File: config.mk
export PLATFORM = sky130hd
export DESIGN_NAME = uart_rx_ctrl
export DESIGN_NICKNAME = d
export VERILOG_FILES = /design/src/rtl/uart_rx_ctrl.sv
export SDC_FILE = /design/constraint.sdc
export NUM_CORES = 1
export LEC_CHECK = 0
export CAP_MARGIN = 20
export CORE_MARGIN = 1.5
export CORE_UTILIZATION = 46
export CTS_CLUSTER_SIZE = 16
export DETAILED_ROUTE_END_ITERATION = 7
export GPL_TIMING_DRIVEN = 0
export PLACE_DENSITY = 0.77
export SKIP_LAST_GASP = 1
export SLEW_MARGIN = 40
export SYNTH_ARGS = -nofsm -noshare
export SYNTH_HDL_FRONTEND = slang
export SYNTH_SLANG_ARGS = --single-unit
File: constraint.sdc
create_clock -name CLK -period 1.7 [get_ports CLK]
set_input_delay 0.255 -clock CLK [delete_from_list [all_inputs] [get_ports CLK]]
set_output_delay 0.255 -clock CLK [all_outputs]
set_load 0.005 [all_outputs]
File: src/rtl/uart_rx_ctrl.sv
// uart_rx_ctrl: receive-side sequencer for a UART SIPO shift register.
//   Synchronises RX_in, qualifies the start bit at mid-bit, pulses `shift` at
//   every data (and parity) bit centre, then checks stop/parity and strobes
//   the byte read back from the SIPO with a one-cycle rx_valid.
// Optional build macro: UART_RX_PARITY_EN adds a parity bit after the data
//   bits (PARITY_ODD selects odd/even); without it parity_err is tied low.
// Ports:
//   CLK, RST        clock, synchronous active-high reset
//   RX_in           raw asynchronous serial line (idle high)
//   rx_sync         synchronised line, also feeds the SIPO serial input
//   shift           SIPO shift pulse at each data/parity bit centre
//   sipo_out        SIPO parallel output, read when the frame completes
//   rx_data         received byte, bit 0 = first bit on the line
//   rx_valid        one-cycle strobe qualifying rx_data and the error flags
//   parity_err      parity mismatch on the last frame (held)
//   frame_err       stop bit sampled low on the last frame (held)
//   busy            high whenever the sequencer is not idle
module uart_rx_ctrl #(
  parameter int CLKS_PER_BIT = 16,
  parameter int DATA_BITS    = 8,
  parameter bit PARITY_ODD   = 1'b0
) (
  input  logic                 CLK,
  input  logic                 RST,
  input  logic                 RX_in,
  output logic                 rx_sync,
  output logic                 shift,
  input  logic [DATA_BITS+1:0] sipo_out,
  output logic [DATA_BITS-1:0] rx_data,
  output logic                 rx_valid,
  output logic                 parity_err,
  output logic                 frame_err,
  output logic                 busy
);

  localparam int CNT_W = $clog2(CLKS_PER_BIT);
  localparam int IDX_W = (DATA_BITS > 1) ? $clog2(DATA_BITS) : 1;

  localparam logic [CNT_W-1:0] HALF_LAST = CNT_W'(CLKS_PER_BIT / 2 - 1);
  localparam logic [CNT_W-1:0] BIT_LAST  = CNT_W'(CLKS_PER_BIT - 1);
  localparam logic [IDX_W-1:0] IDX_LAST  = IDX_W'(DATA_BITS - 1);

`ifdef UART_RX_PARITY_EN
  // The parity bit is the last one shifted in, so the payload sits one
  // position higher in the SIPO.
  localparam int P = 1;

  typedef enum logic [2:0] {
    S_IDLE, S_START, S_DATA, S_PARITY, S_STOP, S_BREAK
  } state_t;
`else
  localparam int P = 0;

  typedef enum logic [2:0] {
    S_IDLE, S_START, S_DATA, S_STOP, S_BREAK
  } state_t;
`endif

  state_t             state_q, state_d;
  logic [CNT_W-1:0]   cnt_q, cnt_d;
  logic [IDX_W-1:0]   idx_q, idx_d;
  logic               par_q, par_d;
  logic               sync_meta, sync_q;
  logic               done;
  logic [DATA_BITS-1:0] data_rev;
  logic               unused_sipo;

  assign rx_sync = sync_q;
  assign busy    = (state_q != S_IDLE);

`ifdef UART_RX_PARITY_EN
  assign unused_sipo = ^{sipo_out[DATA_BITS+1], sipo_out[0]};
`else
  assign unused_sipo = ^{sipo_out[DATA_BITS+1:DATA_BITS], PARITY_ODD};
`endif

  // The SIPO shifts towards its MSB, so the first bit received ends up
  // highest; undo that so rx_data[0] is the first bit on the line.
  always_comb begin
    data_rev = '0;
    for (int i = 0; i < DATA_BITS; i++) begin
      data_rev[i] = sipo_out[DATA_BITS - 1 - i + P];
    end
  end

  always_comb begin
    state_d = state_q;
    cnt_d   = cnt_q;
    idx_d   = idx_q;
    par_d   = par_q;
    shift   = 1'b0;
    done    = 1'b0;
    unique case (state_q)
      S_IDLE: begin
        if (!rx_sync) begin
          state_d = S_START;
          cnt_d   = '0;
        end
      end
      S_START: begin
        if (cnt_q == HALF_LAST) begin
          cnt_d = '0;
          // Line back high at mid start bit: a glitch, not a frame.
          if (!rx_sync) begin
            state_d = S_DATA;
            idx_d   = '0;
            par_d   = 1'b0;
          end else begin
            state_d = S_IDLE;
          end
        end else begin
          cnt_d = cnt_q + 1'b1;
        end
      end
      S_DATA: begin
        if (cnt_q == BIT_LAST) begin
          shift = 1'b1;
          par_d = par_q ^ rx_sync;
          cnt_d = '0;
          if (idx_q == IDX_LAST) begin
`ifdef UART_RX_PARITY_EN
            state_d = S_PARITY;
`else
            state_d = S_STOP;
`endif
          end else begin
            idx_d = idx_q + 1'b1;
          end
        end else begin
          cnt_d = cnt_q + 1'b1;
        end
      end
`ifdef UART_RX_PARITY_EN
      S_PARITY: begin
        if (cnt_q == BIT_LAST) begin
          shift   = 1'b1;
          // Folding the parity bit into the running XOR leaves par_q equal
          // to (data XOR parity), i.e. 0 for a frame with even parity.
          par_d   = par_q ^ rx_sync;
          cnt_d   = '0;
          state_d = S_STOP;
        end else begin
          cnt_d = cnt_q + 1'b1;
        end
      end
`endif
      S_STOP: begin
        if (cnt_q == BIT_LAST) begin
          done    = 1'b1;
          cnt_d   = '0;
          state_d = rx_sync ? S_IDLE : S_BREAK;
        end else begin
          cnt_d = cnt_q + 1'b1;
        end
      end
      S_BREAK: begin
        // Hold off until the line recovers so a long low is one frame only.
        if (rx_sync) begin
          state_d = S_IDLE;
        end
      end
      default: state_d = S_IDLE;
    endcase
  end

  always_ff @(posedge CLK) begin
    if (RST) begin
      sync_meta  <= 1'b1;
      sync_q     <= 1'b1;
      state_q    <= S_IDLE;
      cnt_q      <= '0;
      idx_q      <= '0;
      par_q      <= 1'b0;
      rx_valid   <= 1'b0;
      rx_data    <= '0;
      parity_err <= 1'b0;
      frame_err  <= 1'b0;
    end else begin
      sync_meta <= RX_in;
      sync_q    <= sync_meta;
      state_q   <= state_d;
      cnt_q     <= cnt_d;
      idx_q     <= idx_d;
      par_q     <= par_d;
      rx_valid  <= done;
      if (done) begin
        rx_data   <= data_rev;
        frame_err <= ~rx_sync;
`ifdef UART_RX_PARITY_EN
        parity_err <= par_q ^ PARITY_ODD;
`else
        parity_err <= 1'b0;
`endif
      end
    end
  end

endmodule

Yosys cells after proc, flatten, opt, wreduce, memory -nomap -nowiden --
Cells that the tools add are included.
Operators by class: equality and inequality tests 15, muxes and demuxes 21, bitwise logic cells 1, reduce and logical (&&, ||, !) cells 8, $add $sub $neg 2
Operators with widths (number):
- 2-to-1 mux 3 bit | 11
- != test 2 bit, second input constant | 8
- one-hot mux 3 bit (5 select lines) | 1
- 2-to-1 mux 4 bit | 3
- one-hot mux 4 bit (3 select lines) | 1
- equality test 3 x 2 -> 1 bit, second input constant | 2
- equality test 3 bit, second input constant | 2
- one-hot mux 3 bit (2 select lines) | 1
- AND reduction 6 bit | 1
- nonzero test 3 bit | 2
- AND reduction 5 bit | 1
- adder 4 x 1 -> 4 bit, second input constant | 1
- equality test 4 x 3 -> 1 bit, second input constant | 1
- equality test 4 bit, second input constant | 1
- adder 3 x 1 -> 3 bit, second input constant | 1
- equality test 3 x 1 -> 1 bit, second input constant | 1
- zero test 3 bit | 1
- 2-to-1 mux 1 bit | 3
- 2-to-1 mux 2 bit | 1
- AND reduction 2 bit | 1
- nonzero test 2 bit | 1
- OR reduction 2 bit | 1
- NOT 1 bit | 1
Storage, ports and cells: input port bits 13, logic and storage cells 55, flip-flop bits (word level) 22

Longest topological paths before layout --
word-level depth 4, gate-level depth with buffers 6, gate-level depth less buffers 5

Least setup slack after synthesis --
OpenSTA, ideal clock, no wires.
kind flip-flop to flip-flop, start point reg cnt_q[0], end point reg rx_data[0], path slack 0.227 ns, path buffers 1, arrival time 1.346 ns, clock period less this slack 1.473 ns, data required time 1.572 ns, cell stages (with the launch flop) 7, setup time 0.128 ns, cell sequence dfxtp_1 ha_1 nand3_1 nor2_1 buf_4 mux2i_1 nor2_1
On the way: word-level cells in the longest chain between the ends 3
RTL lines:
- from (decl) | line 60 | logic [CNT_W-1:0] cnt_q, cnt_d;
- from (signal assigned) | line 182 | cnt_q <= cnt_d;
- equality test 4 bit | line 148 | if (cnt_q == BIT_LAST) begin
- 2-to-1 mux 1 bit | line 148
- 2-to-1 mux 1 bit | line 93 | unique case (state_q)
- to (signal assigned) | line 187 | rx_data <= data_rev;
- to (decl) | line 29 | output logic [DATA_BITS-1:0] rx_data,
Every way passes these cells. A chain may end at the register's enable or synchronous reset.

Worst setup path in the final report --
start point reg state_q[2], end point out busy
On the way: word-level cells in the longest chain between the ends 1
RTL lines:
- from (decl) | line 59 | state_t state_q, state_d;
- from (signal assigned) | line 181 | state_q <= state_d;
- nonzero test 3 bit | line 69 | assign busy = (state_q != S_IDLE);
- to (decl) | line 33 | output logic busy
Every way passes these cells.

==> reports/summary.log <==
[floorplanning] Core Region 0.00200 mm^2
[setup_path] Critical Path RT 1.44 ns
[sta] Max Transition Viols Final 0
[hold_path] worst min-delay path class flop to flop
[synth] top cells by area in the synthesized netlist sky130_fd_sc_hd__dfxtp_1 (44%), sky130_fd_sc_hd__mux2i_1 (10%), sky130_fd_sc_hd__nor2_1 (7.1%), sky130_fd_sc_hd__ha_1 (3.8%), sky130_fd_sc_hd__buf_6 (2.3%)
[synth] cell with the most instances after synthesis sky130_fd_sc_hd__dfxtp_1
[synth] number of storage elements in the synthesis netlist 22
[sta] count of endpoints failing setup in the final report 0
[grt] Congestion Overflow GR 0
[layout] filler cell count in the final layout 166
[synth] post-synthesis compound-gate area fraction 0.133
[sta] final hold violation count 0
[grt] total routing usage reported by global routing 0.169
[power_and_ir_drop] total net switching power 0.209 mW
[clocking] Clock Tree Root sky130_fd_sc_hd__clkbuf_4
[grt] routing usage on met2 0.302
[clocking] clock insertion delay at the later pin of the skew report 0.30 ns
[placement] sum of net half-perimeters after detailed placement 1.36 mm
[sta] Tmin final 1.65 ns
[floorplanning] Die Ht 49.6 um
[floorplanning] number of cell rows 16
[layout] number of antenna diodes 0
[floorplanning] total die area 0.00246 mm^2
[synth] average instance area after synthesis 9.71 um^2
[setup_path] maximum fanout count along the critical path 10
[synth] leading cell types by count after synthesis sky130_fd_sc_hd__dfxtp_1 (22), sky130_fd_sc_hd__nor2_1 (19), sky130_fd_sc_hd__mux2i_1 (10)
[setup_path] Crit. Startpoint state_q[2]
[synth] count of flip-flops with a built-in enable after synthesis 0
[drt] count of nets left with antenna violations after detail routing 0
[hold_path] Hold Path Origin sync_meta
[setup_path] Reg2Reg Launch Point cnt_q[0]
[synth] synthesized-area fraction occupied by xor and xnor cells 0.0263
[clocking] clock transition at the registers of the reported paths 0.12 ns
[layout] share of final-layout standard cells stronger than drive strength 1 0.221
[synth] Net Count, Synth 119
[power_and_ir_drop] combinational power share 0.100
[synth] sequential-to-total area share from yosys stat 0.441
[grt] number of global-route vias before repair 811
[synth] synth warn 0
[clocking] number of clock buffers inserted by TritonCTS 3
[setup_path] CP Capture Type output pin
[power_and_ir_drop] sequential group share of total power 0.515
[grt] met1 Resource Use GR 0.194
[power_and_ir_drop] total chip power 1.03 mW
[floorplanning] Starting Density 0.499
[clocking] number of sinks on the clock net 22
[grt] met3 Use GR 0.0424
[power_and_ir_drop] portion of total power attributed to the clock network 0.385
[power_and_ir_drop] internal power consumption 0.821 mW
[synth] leading register cell type out of synthesis sky130_fd_sc_hd__dfxtp_1
[placement] weighted congestion at the end of routability-driven global placement 0.783
[synth] share of synthesized cell area in and, or, nand and nor gates 0.190
[synth] combinational family with the most area after synthesis simple AND/OR/NAND/NOR gates
[layout] final net count 148
[drt] Pre-Repair DR Iteration Count 3
[drt] total wire length 1.86 mm
[grt] global-route wire length before repair 3.26 mm
[clocking] maximum clock path buffer count 2
[outcome] status finished, final reports clean
[clocking] # hold bufs at CTS 0
[synth] cell type with the highest aggregate area in the netlist sky130_fd_sc_hd__dfxtp_1
[synth] portion of synthesized cell area occupied by the leading cell type 0.441
[synth] Synth Cell Area 1000 um^2
[synth] multiplexer fraction of the synthesized cell area 0.111
[grt] highest-utilization routing layer at the global route stage met2
[sta] Achievable Freq 0.606 GHz
[power_and_ir_drop] power per unit of standard cell area 767 mW/mm^2
[power_and_ir_drop] fraction of power spent switching nets 0.203
[grt] initial antenna violation count 0
[synth] share of synthesized registers carrying an async set or reset 0
[layout] Area growth syn-to-layout 34.3%
[sta] setup skew after layout 0.00107 ns
[floorplanning] total I/O pin count 27
[sta] tightest hold margin 0.421 ns
[sta] setup repair after global routing missed its margin yes
[placement] IO buf count 23
[drt] post-DR vias/cell 5.17
[grt] largest net degree at the start of global routing 14
[job] maximum capacitance violations 0
[clocking] TritonCTS clock tree done
[synth] post-synthesis instance total 103
[power_and_ir_drop] Worst VDD drop 567 uV
[setup_path] Worst setup SP type flop
[power_and_ir_drop] Pleak 0.497 nW
[placement] DP Cell Count 153
[drt] WL per Instance 11.8 um
[synth] number of distinct library cells after synthesis 38
[layout] final cell count without fillers 158
[sta] Final Cycle Share 0.971
[setup_path] worst endpoint data arrival time 1.40 ns
[drt] 1st-iter DRT viols 6
[floorplanning] Die Width 49.6 um
[drt] vias after detailed routing 817
[clocking] CTS H-Tree Depth 1
[drt] number of DRC violations after detailed routing 0
[setup_path] kind of critical path flop to output pin
[synth] adder and majority gate portion of the synthesized area 0.0375
==> state kept, by name, summed over array words and instances (netlist names) <==
| signal | count |
|---|---|
| state_q | 3 |
| cnt_q | 4 |
| rx_sync | 1 |
| rx_valid | 1 |
| idx_q | 3 |
| sync_meta | 1 |
| rx_data | 8 |
| frame_err | 1 |
==> per-stage QoR <==
step / setup slack [ns] / utilization / setup TNS [ns] / area, um^2
finish: 0.0492 / 0.671 / 0 / 1340
global route: -0.00383 / 0.671 / -0.00496 / 1340
global placement: -0.0564 / 0.631 / -0.506 / 1260
floorplan: 0.227 / - / 0 / 1000
CTS: -0.0546 / 0.664 / -0.0546 / 1330
detailed placement: -0.0816 / 0.631 / -0.743 / 1260
==> power by group through the flow <==
| stage | combinational, mW | clock (mW) | sequential (mW) |
|---|---|---|---|
| 3_3_place_gp | 0.102 | 0 | 0.541 |
| 3_5_place_dp | 0.104 | 0 | 0.541 |
| 4_1_cts | 0.103 | 0.402 | 0.530 |
| 6_report | 0.103 | 0.397 | 0.530 |
| 5_1_grt | 0.113 | 0.429 | 0.532 |
| 2_1_floorplan | 0.0635 | 0 | 0.540 |
==> critical path, cell delays in order (launching register included) <==
cell and delay (ns):
sky130_fd_sc_hd__dfxtp_2 0.34, sky130_fd_sc_hd__buf_4 0.16, sky130_fd_sc_hd__or3_1 0.33, sky130_fd_sc_hd__dlygate4sd2_1 0.26
==> final timing paths <==
check	to	slack (ns)	cells after the start
max	busy	0.05	3
min reg2reg	rx_sync	0.42	1
max reg2reg	rx_data[6]	0.12	6
min	rx_sync	0.42	1
==> cell families (layout without fill, tap and decap cells) <==
group,after synthesis,after routing
and+or+nand+nor,37,37
DFF,22,22
AOI/OAI and AO/OA,17,17
muxes,11,11
buffers and inverters,9,37
adders and majority gates,3,3
xor gates and xnor gates,3,3
other,1,1
==> per-layer routing <==
metal	wire, um	vias up
met4	12	0
li1	-	414
met2	892	23
met3	98	2
met1	860	378
met5	0	-
==> area by class of cell <==
type | instances | area (um^2) | area share
Multi-Input combinational cell | 72 | 520 | 0.388
Sequential cell | 22 | 444 | 0.331
Timing Repair Buffer | 24 | 231 | 0.172
Buffer | 7 | 52.6 | 0.0391
Tap cell | 27 | 33.8 | 0.0252
Clock inverter | 1 | 30.0 | 0.0224
Clock buffer | 3 | 22.5 | 0.0168
Inverter | 2 | 7.51 | 0.00559
==> cell usage in the layout (no fill, tap or decap), types with 2 or more instances in the layout <==
cell type	instances
sky130_fd_sc_hd__a21oi_1	4
sky130_fd_sc_hd__dfxtp_2	3
sky130_fd_sc_hd__clkdlybuf4s50_1	21
sky130_fd_sc_hd__nand3b_1	2
sky130_fd_sc_hd__xnor2_1	2
sky130_fd_sc_hd__nor3_1	2
sky130_fd_sc_hd__buf_6	2
sky130_fd_sc_hd__o21ai_0	2
sky130_fd_sc_hd__buf_4	4
sky130_fd_sc_hd__mux2i_1	10
sky130_fd_sc_hd__nand2_1	2
sky130_fd_sc_hd__dfxtp_1	19
sky130_fd_sc_hd__nor2_2	3
sky130_fd_sc_hd__clkbuf_4	3
sky130_fd_sc_hd__inv_1	2
sky130_fd_sc_hd__a22o_1	2
sky130_fd_sc_hd__ha_1	2
sky130_fd_sc_hd__nor2_1	17
sky130_fd_sc_hd__or2_2	2
sky130_fd_sc_hd__clkbuf_1	2
==> repair_timing <==
| action | in CTS | in global routing |
|---|---|---|
| setup endpoints to repair | 3 | 12 |
| pin swaps | 0 | 1 |
| endpoints found under the hold margin | 0 | 0 |
| setup buffers | 1 | 0 |
| gates resized for setup | 6 | 7 |
Note: power is estimated with default switching activity, not from simulation.
